File: config.mk
export PLATFORM = sky130hd
export DESIGN_NAME = clock_phase_counter_array
export DESIGN_NICKNAME = d
export VERILOG_FILES = /design/src/rtl/clock_phase_counter_array.sv
export SDC_FILE = /design/constraint.sdc
export NUM_CORES = 1
export LEC_CHECK = 0
export CORE_MARGIN = 1
export CORE_UTILIZATION = 50
export DETAILED_ROUTE_END_ITERATION = 6
export PLACE_DENSITY = 0.77
export SLEW_MARGIN = 20
export SYNTH_ARGS = -nofsm -noshare
export SYNTH_HDL_FRONTEND = slang
export SYNTH_SLANG_ARGS = --single-unit
File: constraint.sdc
create_clock -name clk -period 3 [get_ports clk]
set_clock_uncertainty 0.05 [all_clocks]
set_input_delay 0.6 -clock clk [delete_from_list [all_inputs] [get_ports clk]]
set_output_delay 0.6 -clock clk [all_outputs]
set_load 0.1 [all_outputs]
File: src/rtl/clock_phase_counter_array.sv
// NCHAN independent phase counters on the fast clock, each wrapping at a
// runtime-programmable ratio; new ratios take effect only at a wrap or on resync.
module clock_phase_counter_array #(
  parameter  int NCHAN        = 4,
  parameter  int NBITS        = 3,
  parameter  int RST_RATIO_M1 = 1,
  localparam int CW           = (NCHAN > 1) ? $clog2(NCHAN) : 1
) (
  input  logic                   clk,
  input  logic                   clk_reset_n,
  input  logic                   en,
  input  logic                   sync,
  input  logic                   cfg_val,
  output logic                   cfg_rdy,
  input  logic [CW-1:0]          cfg_chan,
  input  logic [NBITS-1:0]       cfg_ratio_m1,
  output logic [NCHAN*NBITS-1:0] cnt,
  output logic [NCHAN*NBITS-1:0] ratio_m1,
  output logic [NCHAN-1:0]       last,
  output logic [NCHAN-1:0]       pending
);

  localparam logic [NBITS-1:0] RST_VAL = NBITS'(RST_RATIO_M1);

  logic [NCHAN-1:0] sel;
  logic             xfer;

  // An out-of-range cfg_chan selects nothing, which also drops cfg_rdy.
  assign cfg_rdy = !sync && (|sel) && !(|(sel & pending));
  assign xfer    = cfg_val && cfg_rdy;

  for (genvar g = 0; g < NCHAN; g++) begin : g_chan
    logic [NBITS-1:0] cnt_r;
    logic [NBITS-1:0] ratio_r;
    logic [NBITS-1:0] shadow_r;
    logic             pend_r;
    logic             wrap;
    logic             load;

    assign sel[g] = (int'(cfg_chan) == g);
    assign wrap   = (cnt_r == ratio_r);
    assign load   = xfer && sel[g];

    // A load can only land on a non-pending channel, and an apply only on a
    // pending one, so the two never compete for pend_r in the same cycle.
    // NOTE: every state bit, shadow included, is reset so no channel can start
    // with a stale ratio; non-blocking assignments keep all channels updating
    // from the same pre-edge values.
    always_ff @(posedge clk or negedge clk_reset_n) begin
      if (!clk_reset_n) begin
        cnt_r    <= RST_VAL;
        ratio_r  <= RST_VAL;
        shadow_r <= RST_VAL;
        pend_r   <= 1'b0;
      end else begin
        if (sync) begin
          if (pend_r) begin
            ratio_r <= shadow_r;
            cnt_r   <= shadow_r;
            pend_r  <= 1'b0;
          end else begin
            cnt_r <= ratio_r;
          end
        end else if (en) begin
          if (wrap) begin
            cnt_r <= '0;
            if (pend_r) begin
              ratio_r <= shadow_r;
              pend_r  <= 1'b0;
            end
          end else begin
            cnt_r <= cnt_r + 1'b1;
          end
        end

        if (load) begin
          shadow_r <= cfg_ratio_m1;
          pend_r   <= 1'b1;
        end
      end
    end

    assign cnt[g*NBITS +: NBITS]      = cnt_r;
    assign ratio_m1[g*NBITS +: NBITS] = ratio_r;
    assign last[g]                    = wrap;
    assign pending[g]                 = pend_r;
  end

endmodule
==> impl_metrics.py, run 1 <==
metrics = {
    "clocking": {
        "cts_tree": "yes",
        "clk_pin_slew_ns": 0.07,
        "cts_resized": 0,
        "cts_made_buffers": 5,
        "htreeDepth": 2,
        "post_cts_buffers": 0,
        "cts_buffer_depth": 2,
        "clock_sinks": 40,
        "root_buffer": "clkbuf_8",
        "clock_latency_ns": 0.29,
        "hold_buffers": 0,
    },
    "timing": {
        "rsz0062_at_grt": "false",
        "setup_violations": 0,
        "slew_violations": 0,
        "fin_crit_ns": 2.77,
        "fmax_mhz": 362,
        "finalHoldViolCount": 0,
        "final.setup.tns_ns": 0,
        "tightest_slew_ns": 0.886,
        "slew_headroom_pct": 40.9,
        "min_period_over_period_pct": 92.2,
    },
    "layout": {
        "final_util_pct": 62.2,
        "antenna_cells": 0,
        "stdcell_area_mm2": 0.00273,
        "syn_to_final_growth_pct": 18.1,
        "fin_nets": 249,
        "drive_above_1_share_pct": 36.0,
    },
    "floorplan": {
        "die_w_um": 70.0,
        "initial_utilization_pct": 52.7,
        "io_pins": 43,
        "dieArea_mm2": 0.00490,
        "row_count": 24,
        "die_y_um": 70.0,
        "coreArea_mm2": 0.00438,
    },
    "setup_path": {
        "r2r-end": "g_chan[0].ratio_r[1]",
        "r2r_cells": 3,
        "cp-start-kind": "input port",
        "critPathRequiredTime_ns": 2.35,
        "worstSetupEndpointType": "output pin",
        "crit_arrival_ns": 2.12,
        "r2r_start": "g_chan[0].cnt_r[0]",
        "r2r_setup_slack_ns": 1.31,
        "critPathMaxFanout": 3,
        "crit_type": "in -> out",
    },
    "grt": {
        "grt_pass1_wl_um": 7990,
        "grt_max_degree": 41,
        "grt_pass1_vias": 1661,
        "grt_usage_pct": 20.5,
        "gr-total-overflow": 0,
        "antenna_found_initial": 0,
    },
    "placement": {
        "gp_congestion": 0.775,
        "io_buffers": 42,
        "dp_hpwl_um": 3400,
        "post_dp_cell_area_mm2": 0.00264,
    },
    "synthesis": {
        "synth-edff-count": 0,
        "syn_nets": 215,
        "yosys.cell_types.count": 45,
        "synth_ff_type": "dfrtp_1",
        "synthArstFlopShare_pct": 100,
        "avgSynthCellArea_um2": 11.5,
        "synth-seq-cells": 40,
        "synth_area_mm2": 0.00231,
        "yosysWarningCount": 0,
        "ys_seq_area_share_pct": 44.0,
        "syn_inst": 201,
    },
    "drt": {
        "wire_per_inst_um": 16.4,
        "drt_wl_total_um": 4720,
        "drc": 0,
        "ant_nets": 0,
        "dr.pass1.iters": 4,
        "vias": 1688,
        "via_per_inst": 5.86,
        "first_iter_violations": 102,
    },
    "run": {
        "cap_violations": 0,
    },
    "run_status": {
        "status": "finished, final reports clean",
    },
    "min_path": {
        "hp-class": "in -> async",
    },
}
-- stage by stage --
stage	setup slack [ns]	hold slack, ns	cells
after floorplan	0.0185	0.254	201
after global placement	0.242	0.429	280
after detailed placement	0.201	0.444	280
after CTS	0.202	0.413	288
after global routing	0.173	0.470	288
final	0.235	0.375	288
-- cell type report --
class	count	area, um2
inverters	12	45.0
repair buffers	44	360
clock buffers	8	90.1
well taps	52	65.1
multi-input cells	132	1150
flip-flops and latches	40	1020
fillers	369	1660
-- synth_stat cells (5+ instances only) --
cell type | n | area share [%]
buf_4 | 8 | 2.6
dfrtp_1 | 28 | 30
a21oi_1 | 13 | 2.8
mux2_2 | 19 | 9.3
nor2_1 | 5 | 0.81
xor2_1 | 10 | 3.8
dfstp_2 | 12 | 14
mux2i_1 | 17 | 7.4
xnor2_1 | 10 | 3.8
a22oi_1 | 8 | 2.6
inv_1 | 11 | 1.8
clkbuf_1 | 6 | 0.98
-- worst max-delay path by stage --
stage	from	end	cells after the start
2_1_floorplan	cfg_chan[1]	cfg_rdy	2
3_3_place_gp	cfg_chan[1]	cfg_rdy	4
3_5_place_dp	cfg_chan[1]	cfg_rdy	4
4_1_cts	cfg_chan[1]	cfg_rdy	4
5_1_grt	cfg_chan[1]	cfg_rdy	4
6_report	cfg_chan[1]	cfg_rdy	4
-- layer usage --
metal,vias to the layer above,GRT usage [%],share of wire [%]
met5,-,0,0
met4,0,6.00,0.49
met3,4,3.61,3.9
met2,39,32.2,48
met1,845,29.1,48
li1,800,-,-
-- flip-flops by register name (all words and copies together), names as in the netlist --
signal / flops
g_chan.shadow_r: 12
g_chan.pend_r: 4
g_chan.ratio_r: 12
g_chan.cnt_r: 12
-- worst max-delay path, stage by stage --
cell and delay [ns]:
clkdlybuf4s50_1 0.56, mux4_2 0.51, nor2_1 0.23, buf_12 0.21
-- cells in the final DEF (no fill, tap or decap), types with 2 or more instances in the layout --
cell	Yosys	routed
ha_1	4	4
inv_1	11	11
xor2_1	10	10
nor3_1	3	3
a22oi_1	8	8
mux2i_1	17	17
a311o_1	2	2
buf_4	8	34
nand2_1	4	4
nor3b_2	2	2
o311ai_0	3	3
dfrtp_1	28	28
dfstp_2	12	12
clkbuf_8	0	6
a21oi_1	13	13
mux2_2	19	19
nor2_1	5	5
a41oi_1	2	2
clkbuf_1	6	2
clkdlybuf4s50_1	0	8
nand3b_1	3	3
and3b_1	2	2
o32ai_1	2	2
xnor2_1	10	10
o21ai_0	2	2
nor2b_1	2	2
-- cell families after synthesis --
logic type	Yosys count	share of synthesized area, %
mux	37	17.6
simple gates	27	7.21
fa+ha+maj	4	2.17
compound gates	44	15.3
buf+inv	29	6.18
xor+xnor	20	7.58
flops	40	44.0
Power of run 1 is left out: the tool's default activity adds up to more than one toggle a clock period on the data nets, which glitch-free logic cannot reach.
==> run 2, diff against run 1 <==
--- a/config.mk
+++ b/config.mk
@@ -5,7 +5,6 @@
 export SDC_FILE = /design/constraint.sdc
 export NUM_CORES = 1
 export LEC_CHECK = 0
-export CORE_MARGIN = 1
 export CORE_UTILIZATION = 50
 export DETAILED_ROUTE_END_ITERATION = 6
 export PLACE_DENSITY = 0.77
==> constraint.sdc (replaced) <==
create_clock -name clk -period 2.75 [get_ports clk]
set_clock_uncertainty 0.05 [all_clocks]
set_input_delay 0.55 -clock clk [delete_from_list [all_inputs] [get_ports clk]]
set_output_delay 0.55 -clock clk [all_outputs]
set_load 0.1 [all_outputs]
==> impl_metrics.py, run 2 (synthesis results as in run 1) <==
metrics = {
    "run_status": {
        "status": "finished, final reports clean",
    },
    "timing": {
        "fmax_mhz": 382,
        "slew_violations": 0,
        "fin_crit_ns": 2.62,
        "finalHoldViolCount": 0,
        "setup_violations": 0,
        "final.setup.tns_ns": 0,
        "rsz0062_at_grt": "false",
        "slew_headroom_pct": 41.0,
        "min_period_over_period_pct": 95.2,
        "tightest_slew_ns": 0.884,
    },
    "setup_path": {
        "critPathRequiredTime_ns": 2.15,
        "critical_path.top_delay_family": "buffers and inverters",
        "crit_chain": "clkdlybuf4s50_1 > mux4_2 > nor2_2 > buf_12",
        "cp-start-kind": "input port",
        "critPathMaxFanout": 3,
        "worstSetupEndpointType": "output pin",
        "cpPeakStageDelay_ns": 0.54,
        "cp_num_buf_inv": 2,
        "cpMaxStageDelayCell": "clkdlybuf4s50_1",
        "crit_arrival_ns": 2.02,
        "crit_type": "in -> out",
    },
    "placement": {
        "post_dp_cell_area_mm2": 0.00268,
        "gp_congestion": 0.750,
        "dp_hpwl_um": 3400,
        "dp.cells": 284,
        "io_buffers": 42,
    },
    "drt": {
        "drc": 0,
        "wire_per_inst_um": 16.3,
        "via_per_inst": 5.81,
        "vias": 1697,
        "first_iter_violations": 94,
        "dr.pass1.iters": 4,
        "drt_wl_total_um": 4770,
        "ant_nets": 0,
    },
    "layout": {
        "top_regs": "g_chan.cnt_r x12, g_chan.ratio_r x12, g_chan.shadow_r x12",
        "layout_commonest_cell": "buf_4",
        "layout_common_cells": "buf_4, dfrtp_1, mux2_2, mux2i_1, a21oi_1",
        "fin_nets": 253,
        "stdcell_area_mm2": 0.00277,
        "instances_no_fill": 292,
        "syn_to_final_growth_pct": 20.0,
        "antenna_cells": 0,
        "drive_above_1_share_pct": 37.5,
        "nFillCells": 363,
    },
    "clocking": {
        "root_buffer": "clkbuf_8",
        "cts_buffer_depth": 2,
        "cts_made_buffers": 5,
        "hold_buffers": 0,
        "clock_sinks": 40,
        "cts_tree": "yes",
        "clock_latency_ns": 0.29,
        "cts_resized": 0,
        "htreeDepth": 2,
        "post_cts_buffers": 0,
        "clk_pin_slew_ns": 0.08,
    },
    "grt": {
        "grt_max_degree": 41,
        "grt_pass1_wl_um": 7920,
        "antenna_found_initial": 0,
        "met1_usage_pct": 29.8,
        "grt_usage_pct": 20.9,
        "grt_pass1_vias": 1582,
        "met2_usage_pct": 30.9,
        "gr-total-overflow": 0,
        "top_usage_layer": "met2",
        "use_met3_pct": 5.77,
    },
    "floorplan": {
        "dieArea_mm2": 0.00490,
        "die_y_um": 70.0,
        "io_pins": 43,
        "row_count": 24,
        "die_w_um": 70.0,
        "coreArea_mm2": 0.00438,
        "initial_utilization_pct": 52.7,
    },
    "run": {
        "cap_violations": 0,
    },
    "min_path": {
        "hp-class": "in -> async",
    },
}
run 2: cell count changes in the layout (fill, tap and decap cells not counted):
cell | before | now
buf_4 | 34 | 37
nor2_1 | 5 | 4
nor2_2 | 0 | 1
buf_12 | 1 | 2
run 2: cell type report:
type | count | area (um2) | area share, %
timing repair buffer | 48 | 403 | 14.5
clock buffer | 8 | 90.1 | 3.25
inverter | 12 | 45.0 | 1.62
multi-input combinational | 132 | 1150 | 41.6
sequential | 40 | 1020 | 36.6
tap | 52 | 65.1 | 2.35
run 2: per-layer routing:
layer | vias to the layer above | share of wire [%] | routed length [um]
met4 | 0 | 1.7 | 79
met2 | 44 | 45 | 2170
met1 | 837 | 48 | 2290
met5 | - | 0 | 0
met3 | 9 | 4.7 | 226
li1 | 807 | - | -
run 2: through the flow:
stage,util [%],setup WS [ns],hold slack [ns]
3_3_place_gp,61.2,0.144,0.432
4_1_cts,63.2,0.140,0.362
6_report,63.2,0.131,0.321
2_1_floorplan,-,0.320,0.204
5_1_grt,63.2,0.109,0.407
3_5_place_dp,61.2,0.138,0.442
run 2: worst paths after layout:
kind                                      startpoint               endpoint  slack, ns  depth (start not counted)
max in group asynchronous                clk_reset_n  g_chan[3].shadow_r[1]       1.77                          1
worst min-delay path                     clk_reset_n     g_chan[0].cnt_r[1]       0.32                          1
min in group clk                g_chan[2].ratio_r[0]   g_chan[2].ratio_r[0]       0.45                          2
worst min register to register  g_chan[2].ratio_r[0]   g_chan[2].ratio_r[0]       0.45                          2
worst max register to register    g_chan[0].cnt_r[0]   g_chan[0].ratio_r[1]       1.04                          3
worst max-delay path                     cfg_chan[1]                cfg_rdy       0.13                          4
Power of run 2 is left out for the same reason.
